## src/rtl/video_timing_gen_pkg.sv

```systemverilog
// rtl/video_timing_gen_pkg.sv - shared raster geometry width, reset geometry and sync polarity encoding
package video_timing_gen_pkg;

    localparam int W = 12;

    localparam logic [W-1:0] DEF_HACT = 12'd640;
    localparam logic [W-1:0] DEF_HFP  = 12'd16;
    localparam logic [W-1:0] DEF_HSW  = 12'd96;
    localparam logic [W-1:0] DEF_HBP  = 12'd48;
    localparam logic [W-1:0] DEF_VACT = 12'd480;
    localparam logic [W-1:0] DEF_VFP  = 12'd10;
    localparam logic [W-1:0] DEF_VSW  = 12'd2;
    localparam logic [W-1:0] DEF_VBP  = 12'd33;

    // Polarity bit: 1 means the sync pulse is driven high while active.
    localparam logic SYNC_ACTIVE_LOW  = 1'b0;
    localparam logic SYNC_ACTIVE_HIGH = 1'b1;
    localparam logic DEF_SYNC_POL     = SYNC_ACTIVE_LOW;

    // Last counter value of the default line/frame; counters park here in reset
    // so the first pixel enable wraps straight to (0,0).
    localparam logic [W-1:0] DEF_H_LAST = DEF_HACT + DEF_HFP + DEF_HSW + DEF_HBP - 1'b1;
    localparam logic [W-1:0] DEF_V_LAST = DEF_VACT + DEF_VFP + DEF_VSW + DEF_VBP - 1'b1;

    typedef struct packed {
        logic [W-1:0] act;
        logic [W-1:0] fp;
        logic [W-1:0] sw;
        logic [W-1:0] bp;
        logic         pol;
    } axis_cfg_t;

    localparam axis_cfg_t DEF_H_CFG = '{act: DEF_HACT, fp: DEF_HFP, sw: DEF_HSW, bp: DEF_HBP, pol: DEF_SYNC_POL};
    localparam axis_cfg_t DEF_V_CFG = '{act: DEF_VACT, fp: DEF_VFP, sw: DEF_VSW, bp: DEF_VBP, pol: DEF_SYNC_POL};

    // Two guard bits so an oversized request cannot wrap back into range.
    function automatic logic [W+1:0] axis_total(input axis_cfg_t c);
        return {2'b00, c.act} + {2'b00, c.fp} + {2'b00, c.sw} + {2'b00, c.bp};
    endfunction

    function automatic logic sync_level(input logic pol, input logic on);
        return pol ? on : ~on;
    endfunction

endpackage

```

## src/rtl/video_timing_axis.sv

```systemverilog
// rtl/video_timing_axis.sv - one raster axis: position counter plus registered active/blank/sync decode
module video_timing_axis
    import video_timing_gen_pkg::*;
#(
    parameter logic [W-1:0] RST_CNT = '0
) (
    input  logic         clk,
    input  logic         rst_n,
    input  logic         adv,
    input  logic [W+1:0] cur_tot,
    input  logic [W-1:0] nxt_act,
    input  logic [W-1:0] nxt_fp,
    input  logic [W-1:0] nxt_sw,
    input  logic         nxt_pol,
    output logic         wrap,
    output logic [W-1:0] count,
    output logic         active,
    output logic         blank,
    output logic         sync
);

    localparam logic [W+1:0] ONE = (W+2)'(1);

    logic [W-1:0] cnt_q;
    logic [W-1:0] cnt_nxt;
    logic [W+1:0] cnt_ext;
    logic [W+1:0] sync_start;
    logic [W+1:0] sync_end;
    logic         act_nxt;
    logic         sync_on;

    // Wrap is judged against the geometry in force; the decode of the new
    // position uses the geometry that will be in force after this edge.
    assign wrap       = ({2'b00, cnt_q} + ONE) == cur_tot;
    assign cnt_nxt    = wrap ? '0 : cnt_q + 1'b1;
    assign cnt_ext    = {2'b00, cnt_nxt};
    assign sync_start = {2'b00, nxt_act} + {2'b00, nxt_fp};
    assign sync_end   = sync_start + {2'b00, nxt_sw};
    assign act_nxt    = cnt_ext < {2'b00, nxt_act};
    assign sync_on    = (cnt_ext >= sync_start) && (cnt_ext < sync_end);

    always_ff @(posedge clk or negedge rst_n) begin
        if (!rst_n) begin
            cnt_q  <= RST_CNT;
            count  <= '0;
            active <= 1'b0;
            blank  <= 1'b1;
            sync   <= sync_level(DEF_SYNC_POL, 1'b0);
        end else if (adv) begin
            cnt_q  <= cnt_nxt;
            count  <= cnt_nxt;
            active <= act_nxt;
            blank  <= ~act_nxt;
            sync   <= sync_level(nxt_pol, sync_on);
        end
    end

endmodule

```

## src/rtl/video_timing_gen.sv

```systemverilog
// rtl/video_timing_gen.sv - programmable raster timing generator with frame-atomic geometry updates
module video_timing_gen
    import video_timing_gen_pkg::*;
(
    input  logic         CLK_VIDEO,
    input  logic         RESET_N,
    input  logic         CE_PIXEL,
    input  logic [W-1:0] CFG_HACT,
    input  logic [W-1:0] CFG_HFP,
    input  logic [W-1:0] CFG_HSW,
    input  logic [W-1:0] CFG_HBP,
    input  logic [W-1:0] CFG_VACT,
    input  logic [W-1:0] CFG_VFP,
    input  logic [W-1:0] CFG_VSW,
    input  logic [W-1:0] CFG_VBP,
    input  logic         CFG_HSPOL,
    input  logic         CFG_VSPOL,
    input  logic         CFG_LOAD,
    output logic         CFG_PENDING,
    output logic         CFG_ERR,
    output logic         VGA_HS,
    output logic         VGA_VS,
    output logic         VGA_DE,
    output logic         HBLANK,
    output logic         VBLANK,
    output logic [W-1:0] HCOUNT,
    output logic [W-1:0] VCOUNT,
    output logic         FRAME_START
);

    localparam logic [W+1:0] TOT_MAX = {2'b00, {W{1'b1}}};

    axis_cfg_t h_req;
    axis_cfg_t v_req;
    axis_cfg_t h_shd;
    axis_cfg_t v_shd;
    axis_cfg_t h_cur;
    axis_cfg_t v_cur;
    logic      cfg_ok;
    logic      h_wrap;
    logic      v_wrap;
    logic      frame_wrap;
    logic      apply;
    logic      h_active;
    logic      v_active;

    assign h_req = '{act: CFG_HACT, fp: CFG_HFP, sw: CFG_HSW, bp: CFG_HBP, pol: CFG_HSPOL};
    assign v_req = '{act: CFG_VACT, fp: CFG_VFP, sw: CFG_VSW, bp: CFG_VBP, pol: CFG_VSPOL};

    assign cfg_ok = (CFG_HACT != '0) && (CFG_HSW != '0) &&
                    (CFG_VACT != '0) && (CFG_VSW != '0) &&
                    (axis_total(h_req) <= TOT_MAX) && (axis_total(v_req) <= TOT_MAX);

    assign frame_wrap = CE_PIXEL && h_wrap && v_wrap;
    assign apply      = frame_wrap && CFG_PENDING;

    video_timing_axis #(
        .RST_CNT (DEF_H_LAST)
    ) u_h_axis (
        .clk     (CLK_VIDEO),
        .rst_n   (RESET_N),
        .adv     (CE_PIXEL),
        .cur_tot (axis_total(h_cur)),
        .nxt_act (apply ? h_shd.act : h_cur.act),
        .nxt_fp  (apply ? h_shd.fp  : h_cur.fp),
        .nxt_sw  (apply ? h_shd.sw  : h_cur.sw),
        .nxt_pol (apply ? h_shd.pol : h_cur.pol),
        .wrap    (h_wrap),
        .count   (HCOUNT),
        .active  (h_active),
        .blank   (HBLANK),
        .sync    (VGA_HS)
    );

    // Vertical axis steps once per line, so VS changes only where h returns to 0.
    video_timing_axis #(
        .RST_CNT (DEF_V_LAST)
    ) u_v_axis (
        .clk     (CLK_VIDEO),
        .rst_n   (RESET_N),
        .adv     (CE_PIXEL && h_wrap),
        .cur_tot (axis_total(v_cur)),
        .nxt_act (apply ? v_shd.act : v_cur.act),
        .nxt_fp  (apply ? v_shd.fp  : v_cur.fp),
        .nxt_sw  (apply ? v_shd.sw  : v_cur.sw),
        .nxt_pol (apply ? v_shd.pol : v_cur.pol),
        .wrap    (v_wrap),
        .count   (VCOUNT),
        .active  (v_active),
        .blank   (VBLANK),
        .sync    (VGA_VS)
    );

    assign VGA_DE = h_active && v_active;

    // Apply happens before capture so a load on the wrap clock queues for the next frame.
    always_ff @(posedge CLK_VIDEO or negedge RESET_N) begin
        if (!RESET_N) begin
            h_cur       <= DEF_H_CFG;
            v_cur       <= DEF_V_CFG;
            h_shd       <= DEF_H_CFG;
            v_shd       <= DEF_V_CFG;
            CFG_PENDING <= 1'b0;
            CFG_ERR     <= 1'b0;
            FRAME_START <= 1'b0;
        end else begin
            FRAME_START <= frame_wrap;
            if (apply) begin
                h_cur       <= h_shd;
                v_cur       <= v_shd;
                CFG_PENDING <= 1'b0;
            end
            if (CFG_LOAD) begin
                if (cfg_ok) begin
                    h_shd       <= h_req;
                    v_shd       <= v_req;
                    CFG_PENDING <= 1'b1;
                    CFG_ERR     <= 1'b0;
                end else begin
                    CFG_ERR <= 1'b1;
                end
            end
        end
    end

endmodule

```

## config.mk

```make
export PLATFORM = sky130hd
export DESIGN_NAME = video_timing_gen
export DESIGN_NICKNAME = d
export VERILOG_FILES = /design/src/rtl/video_timing_gen_pkg.sv /design/src/rtl/video_timing_axis.sv /design/src/rtl/video_timing_gen.sv
export SDC_FILE = /design/constraint.sdc
export NUM_CORES = 1
export LEC_CHECK = 0
export BUFFER_PORTS_ARGS = -buffer_cell sky130_fd_sc_hd__buf_4
export CELL_PAD_IN_SITES_DETAIL_PLACEMENT = 2
export CELL_PAD_IN_SITES_GLOBAL_PLACEMENT = 2
export CORE_ASPECT_RATIO = 1.1
export CORE_MARGIN = 2
export CORE_UTILIZATION = 35
export CTS_BUF_LIST = sky130_fd_sc_hd__clkbuf_8
export DETAILED_ROUTE_END_ITERATION = 8
export HOLD_SLACK_MARGIN = 0.05
export PLACE_DENSITY = 0.72
export SKIP_CTS_REPAIR_TIMING = 1
export SYNTH_ARGS = -nofsm -noshare
export SYNTH_HDL_FRONTEND = slang
export SYNTH_SLANG_ARGS = --single-unit
```

## constraint.sdc

```tcl
create_clock -name CLK_VIDEO -period 17.42 [get_ports CLK_VIDEO]
set_clock_uncertainty 0.15 [all_clocks]
set_input_delay 3.484 -clock CLK_VIDEO [delete_from_list [all_inputs] [get_ports CLK_VIDEO]]
set_output_delay 3.484 -clock CLK_VIDEO [all_outputs]
set_load 0.005 [all_outputs]
```

---- Word-level counts from Yosys, hierarchy flattened ----
Index checks and enable logic that the tools add are counted.
W data, S select, Z words.
word-level totals
  output and inout bits ................... 32
  logic and storage cells ................. 99
  input port bits ......................... 102
  bits in registers ....................... 253
operators by class
  add/sub/neg operators ................... 20
  magnitude comparators ................... 8
  bitwise logic cells ..................... 4
  mux-type cells .......................... 16
  reductions and logical operators ........ 16
  eq/ne operators ......................... 2
operators by type and width
  operator                 number
  $mux W12                 8
  $add A14 B12 Y14         6
  $add A12 B12 Y13         6
  $add A13 B12 Y14         4
  $reduce_bool A12 Y1      4
  $eq A14 B14 Y1           2
  $ge A12 B14 Y1           2
  $le A14 B12 Y1 const B   2
  $lt A12 B14 Y1           2
  $add A12 B1 Y13 const B  2
  $add A12 B1 Y12 const B  2
  $lt A12 B12 Y1           2
  $logic_and A1 B1 Y1      11
  $mux W1                  8
  $not A1 Y1               4
  $reduce_and A2 Y1        1

---- Depth between registers and ports, before layout ----
  depth in word-level cells ............... 14
  mapped depth ............................ 50

---- By module ----
From an unflattened synthesis, not the netlist that was laid out.
unflattened totals
  cells, all modules ...................... 1704
  area total of the unflattened synthesis .. 18373.9 µm²
modules (own cells, without submodules)
  module                        seq. area each (µm²)  area each (µm²)  cells each  instances
  video_timing_gen              5019.8                11447.2          856         1
  video_timing_axis (u_v_axis)  456.7                 3473.3           430         1
  video_timing_axis (u_h_axis)  561.8                 3453.3           418         1

---- Worst setup path before layout ----
Ideal clock, no wire load.
  path type ............................... input to register
  start point ............................. input CE_PIXEL
  end point ............................... register u_h_axis.sync
  arrival ................................. 9.575 ns
  required time ........................... 17.188 ns
  setup time .............................. 0.082 ns
  slack ................................... 7.613 ns
  buffers on the path ..................... 3
  cell stages on the path ................. 34
  cells stage by stage .................... nand3_1 > or4_1 > clkbuf_1 > nor2_1 > buf_2 > buf_2 > mux2_2 > ha_1 > nand2_1 > or4_1 > o211ai_2 > xor2_1 > ha_1 > inv_1 > o21bai_1 > a21oi_1 > nor2b_1 > nor2_1 > nor2_1 > o21ai_0 > nand2b_1 > a21oi_1 > o21bai_1 > a21oi_1 > xnor2_1 > ha_1 > a211o_1 > a211oi_1 > nand3_1 > a211o_1 > a31oi_1 > o21ai_0 > o21a_1 > a211o_1
on the way
  longest elaborated chain between the ends .. 10
  elaborated cells between the ends (all ways) .. 14
  classes of those cells .................. 2 x add/sub; 2 x order compare; 5 x mux; 1 x bitwise; 4 x reduce/logical
ends and longest elaborated chain
  element                             RTL line                                        text
  start: declaration                  video_timing_gen.sv:7                           input logic CE_PIXEL,
  $logic_and A1 B1 Y1 (2 in series)   video_timing_gen.sv:54                          assign frame_wrap = CE_PIXEL && h_wrap && v_wrap;
  $logic_and A1 B1 Y1                 video_timing_gen.sv:55                          assign apply = frame_wrap && CFG_PENDING;
  $mux W12, on equally long branches  video_timing_gen.sv:64, video_timing_gen.sv:65
  $add A12 B12 Y13                    video_timing_axis.sv:37                         assign sync_start = {2'b00, nxt_act} + {2'b00, nxt_fp};
  $add A14 B12 Y14                    video_timing_axis.sv:38                         assign sync_end = sync_start + {2'b00, nxt_sw};
  $lt A12 B14 Y1                      video_timing_axis.sv:40                         assign sync_on = (cnt_ext >= sync_start) && (cnt_ext < sync_end);
  $logic_and A1 B1 Y1                 video_timing_axis.sv:40
  $not A1 Y1                          video_timing_gen_pkg.sv:42                      return pol ? on : ~on;
  $mux W1                             video_timing_gen_pkg.sv:42
  end signal: assignment              video_timing_axis.sv:48                         sync <= sync_level(DEF_SYNC_POL, 1'b0);
  end signal: assignment              video_timing_axis.sv:54                         sync <= sync_level(nxt_pol, sync_on);
  end: declaration                    video_timing_axis.sv:19                         output logic sync
Several ways; a longest one is shown, not always the timed one.
A chain may end at the register's enable or synchronous reset.

---- Worst setup path after layout ----
  start point ............................. register v_cur[14] (netlist bit)
  end point ............................... register u_v_axis.sync
on the way
  longest elaborated chain between the ends .. 12
  elaborated cells between the ends (all ways) .. 17
  classes of those cells .................. 4 x add/sub; 2 x order compare; 1 x eq/ne; 6 x mux; 1 x bitwise; 3 x reduce/logical
ends and longest elaborated chain
  element                             RTL line                                        text
  start: declaration                  video_timing_gen.sv:38                          axis_cfg_t v_cur;
  start signal: assignment            video_timing_gen.sv:110                         v_cur <= v_shd;
  $add A13 B12 Y14                    video_timing_gen_pkg.sv:38                      return {2'b00, c.act} + {2'b00, c.fp} + {2'b00, c.sw} + {2'b00, c.bp};
  $add A14 B12 Y14                    video_timing_gen_pkg.sv:38
  $eq A14 B14 Y1                      video_timing_axis.sv:34                         assign wrap = ({2'b00, cnt_q} + ONE) == cur_tot;
  $logic_and A1 B1 Y1                 video_timing_gen.sv:54
  $logic_and A1 B1 Y1                 video_timing_gen.sv:55
  $mux W12, on equally long branches  video_timing_gen.sv:83, video_timing_gen.sv:84
  $add A12 B12 Y13                    video_timing_axis.sv:37
  $add A14 B12 Y14                    video_timing_axis.sv:38
  $lt A12 B14 Y1                      video_timing_axis.sv:40
  $logic_and A1 B1 Y1                 video_timing_axis.sv:40
  $not A1 Y1                          video_timing_gen_pkg.sv:42
  $mux W1 (*)                         video_timing_gen_pkg.sv:42
  end signal: assignment              video_timing_axis.sv:48
  end signal: assignment              video_timing_axis.sv:54
  end: declaration                    video_timing_axis.sv:19
Every way passes the cells marked *; elsewhere a longest branch is shown, timed or not.

==> flow_metrics.tcl <==
set metrics [dict create \
    status "finished, final reports clean" \
    swShare 0.329 \
    setup_slack_ps 5300 \
    hold_violations 0 \
    vias_per_cell 5.36 \
    cts_tree "yes" \
    slowest_delay_ps 1100 \
    synth_area_leaders "dfrtp_1 (26%), mux2_2 (13%), ha_1 (11%)" \
    r2r_slack_ps 5300 \
    p_leak_nw 10.3 \
    maxSlewHeadroom 0.0988 \
    synthFlopType "dfrtp_1" \
    numCtsBuffers 45 \
    worst_setup_path_end_kind "flop" \
    track_usage 0.227 \
    yosysTopAreaCellShare 0.260 \
    drtIter0Drc 502 \
    setup_tns_ps 0 \
    fmax_mhz 82.5 \
    postLayoutCellArea_um2 21100 \
    finalWirelength_mm 61.4 \
    cts.sinks 239 \
    synth_area_leader_cell "dfrtp_1" \
    rsz0062_at_grt "false" \
    synth_area_um2 18500 \
    ys_types 84 \
    fin_nets 2209 \
    synthArstFlopShare 1.00 \
    p_int_w 0.00124 \
    finalNonFillerCells 2554 \
    yosys-top-cells-count "mux2_2 (222), dfrtp_1 (193), ha_1 (164), nand2_1 (152), inv_1 (105)" \
    power.switching_w 0.000608 \
    drive_gt1_frac 0.275 \
    hp-class "flop to flop" \
    comb_power_share 0.248 \
    max_cap_violations 0 \
    critical_path_class "flop to flop" \
    initial_utilization 0.354 \
    syn_inst 1713 \
    fin_crit_sh 0.696 \
    final_antenna_net_count 0 \
    critPathArrivalTime_ps 12540 \
    port_buffers 133 \
    gp_congestion 0.862 \
    clockBufferDepth 3 \
    die_y_um 245 \
    p_per_area_nw_per_um2 87.6 \
    cp.required_ps 17840 \
    area_growth_pct 13.9 \
    hpwl_mm 49.9 \
    final_core_util 0.403 \
    seq_power_share 0.445 \
    yosysMostFrequentCell "mux2_2" \
    critical-path-slowest-cell "a2111oi_0" \
    diodes 0 \
    clkTransAtPathRegs_ps 60 \
    place_inst 2471 \
    r2r_start "v_cur[14]$_DFFE_PN1N_" \
    setup_viol 0 \
    synth_edf_count 0 \
    tightestPinTransition_ps 1320 \
    detail_route.first_pass.iterations 4 \
    grt_pass1_vias 16000 \
    vdd_drop_max_uv 78.9 \
    reg2reg_to "u_v_axis.sync$_DFFE_PN1N_" \
    io_pins 134 \
    min-delay-start "v_shd[1]$_DFFE_PN1P_" \
    ys_seq_elements 239 \
    place_area_um2 20200 \
    ys_seq_area_frac 0.326 \
    row_count 88 \
    core-area_um2 52400 \
    insertion_delay_ps 640 \
    num_vias 13700 \
    synth_warnings 0 \
    wl_per_cell_um 24.0 \
    period_minus_slack_ps 12120 \
    fp.dieW_um 223 \
    antenna_found_initial 0 \
    hold_end "v_cur[1]$_DFFE_PN1N_" \
    grt_max_degree 141 \
    cp_max_fo 19 \
    grt_pass1_wl_mm 94.5 \
    htreeDepth 2 \
    min_path_cells 2 \
    avgSynthCellArea_um2 10.8 \
    cp-start-kind "flop" \
    dp_slack_ps 5340 \
    p_clk_frac 0.306 \
    r2r.worst_path.cells 41 \
    cts-root-buf "clkbuf_8" \
    dieArea_um2 54900 \
    drc 0 \
    grt_overflow_total 0 \
    maxSlewViolCount 0 \
    synth_fp_nets 2079 \
]
[sequential cells by signal, summed over array words and instances, names as in the netlist]
register and flops:
u_v_axis.sync 1, h_shd 49, v_cur 49, u_v_axis.cnt_q 12
u_h_axis.active 1, CFG_ERR 1, u_h_axis.cnt_q 12, h_cur 49
u_v_axis.count 3, u_v_axis.active 1, CFG_PENDING 1, u_h_axis.sync 1
u_h_axis.blank 1, FRAME_START 1, u_v_axis.blank 1, u_h_axis.count 7
v_shd 49
[kinds of logic (layout without fill, tap and decap cells)]
group,count (synthesis),in the layout,share of synthesized area
fa+ha+maj,264,264,0.219
flops,239,239,0.326
buf+inv,167,333,0.0381
compound gates,317,317,0.115
xor+xnor,104,104,0.0584
mux,229,229,0.139
simple gates,393,393,0.106
[placed cells by master (no fill, tap or decap), types with 6 or more instances in the layout]
cell type,instances
mux2_2,222
dfrtp_1,193
ha_1,164
nand2_1,152
buf_4,142
inv_1,120
fa_1,100
a21oi_1,81
o21ai_0,69
nor2_1,57
clkbuf_8,55
a21o_1,54
xnor2_1,52
dfstp_2,46
xor2_1,40
nand3_1,24
nand4_1,22
nor2b_1,20
nor3_1,19
nor4_1,16
nand2b_1,15
and3_1,13
or4_1,10
o21bai_1,10
a31oi_1,10
xnor3_1,9
o21a_1,9
clkinv_2,9
and2_1,8
or2_2,8
a211oi_1,6
o211ai_1,6
mux2i_1,6
[per-stage QoR]
stage	hold slack, ps	power [W]
5_1_grt	319	0.00197
4_1_cts	291	0.00189
3_3_place_gp	295	0.00126
6_report	294	0.00185
3_5_place_dp	307	0.00130
2_1_floorplan	287	0.00108
[layer usage]
layer / global-route usage / wire (µm) / vias to the layer above
met2: 0.444 / 34000 / 209
met5: 0 / 0 / -
met3: 0.0263 / 1610 / 121
li1: - / - / 6331
met1: 0.246 / 23100 / 7021
met4: 0.0961 / 2620 / 0
[layout make-up]
type | instances | area (µm²)
clock buffers | 55 | 757
clock inverters | 28 | 168
fillers | 5534 | 31300
inverters | 106 | 398
multi-input cells | 1307 | 11800
flip-flops and latches | 239 | 6040
well taps | 675 | 845
repair buffers | 144 | 1100
[how the worst max path moves through the flow]
stage	start	to	depth (start not counted)
after floorplan	CE_PIXEL	u_h_axis.sync$_DFFE_PN1P_	34
after global placement	CE_PIXEL	u_v_axis.sync$_DFFE_PN1N_	34
after detailed placement	CE_PIXEL	u_v_axis.sync$_DFFE_PN1N_	34
after CTS	v_cur[14]$_DFFE_PN1N_	u_v_axis.sync$_DFFE_PN1N_	41
after global routing	v_cur[14]$_DFFE_PN1N_	u_v_axis.sync$_DFFE_PN1N_	41
final	v_cur[14]$_DFFE_PN1N_	u_v_axis.sync$_DFFE_PN1N_	41
[critical path, delay by kind of cell (launching register included)]
family                     cells  cell delay, ps
adders and majority gates      7            2530
buffers and inverters          3             740
xor gates and xnor gates       2             500
and+or+nand+nor               14            3720
DFF                            1             560
muxes                          2             530
AOI/OAI and AO/OA             13            3260
[power by group through the flow]
stage / Clock (W) / Sequential (W) / Combinational, W
2_1_floorplan: 0 / 0.000761 / 0.000319
3_3_place_gp: 0 / 0.000827 / 0.000436
3_5_place_dp: 0 / 0.000835 / 0.000463
4_1_cts: 0.000591 / 0.000828 / 0.000468
5_1_grt: 0.000614 / 0.000841 / 0.000515
6_report: 0.000567 / 0.000824 / 0.000459
(Power assumes the default switching activity.)
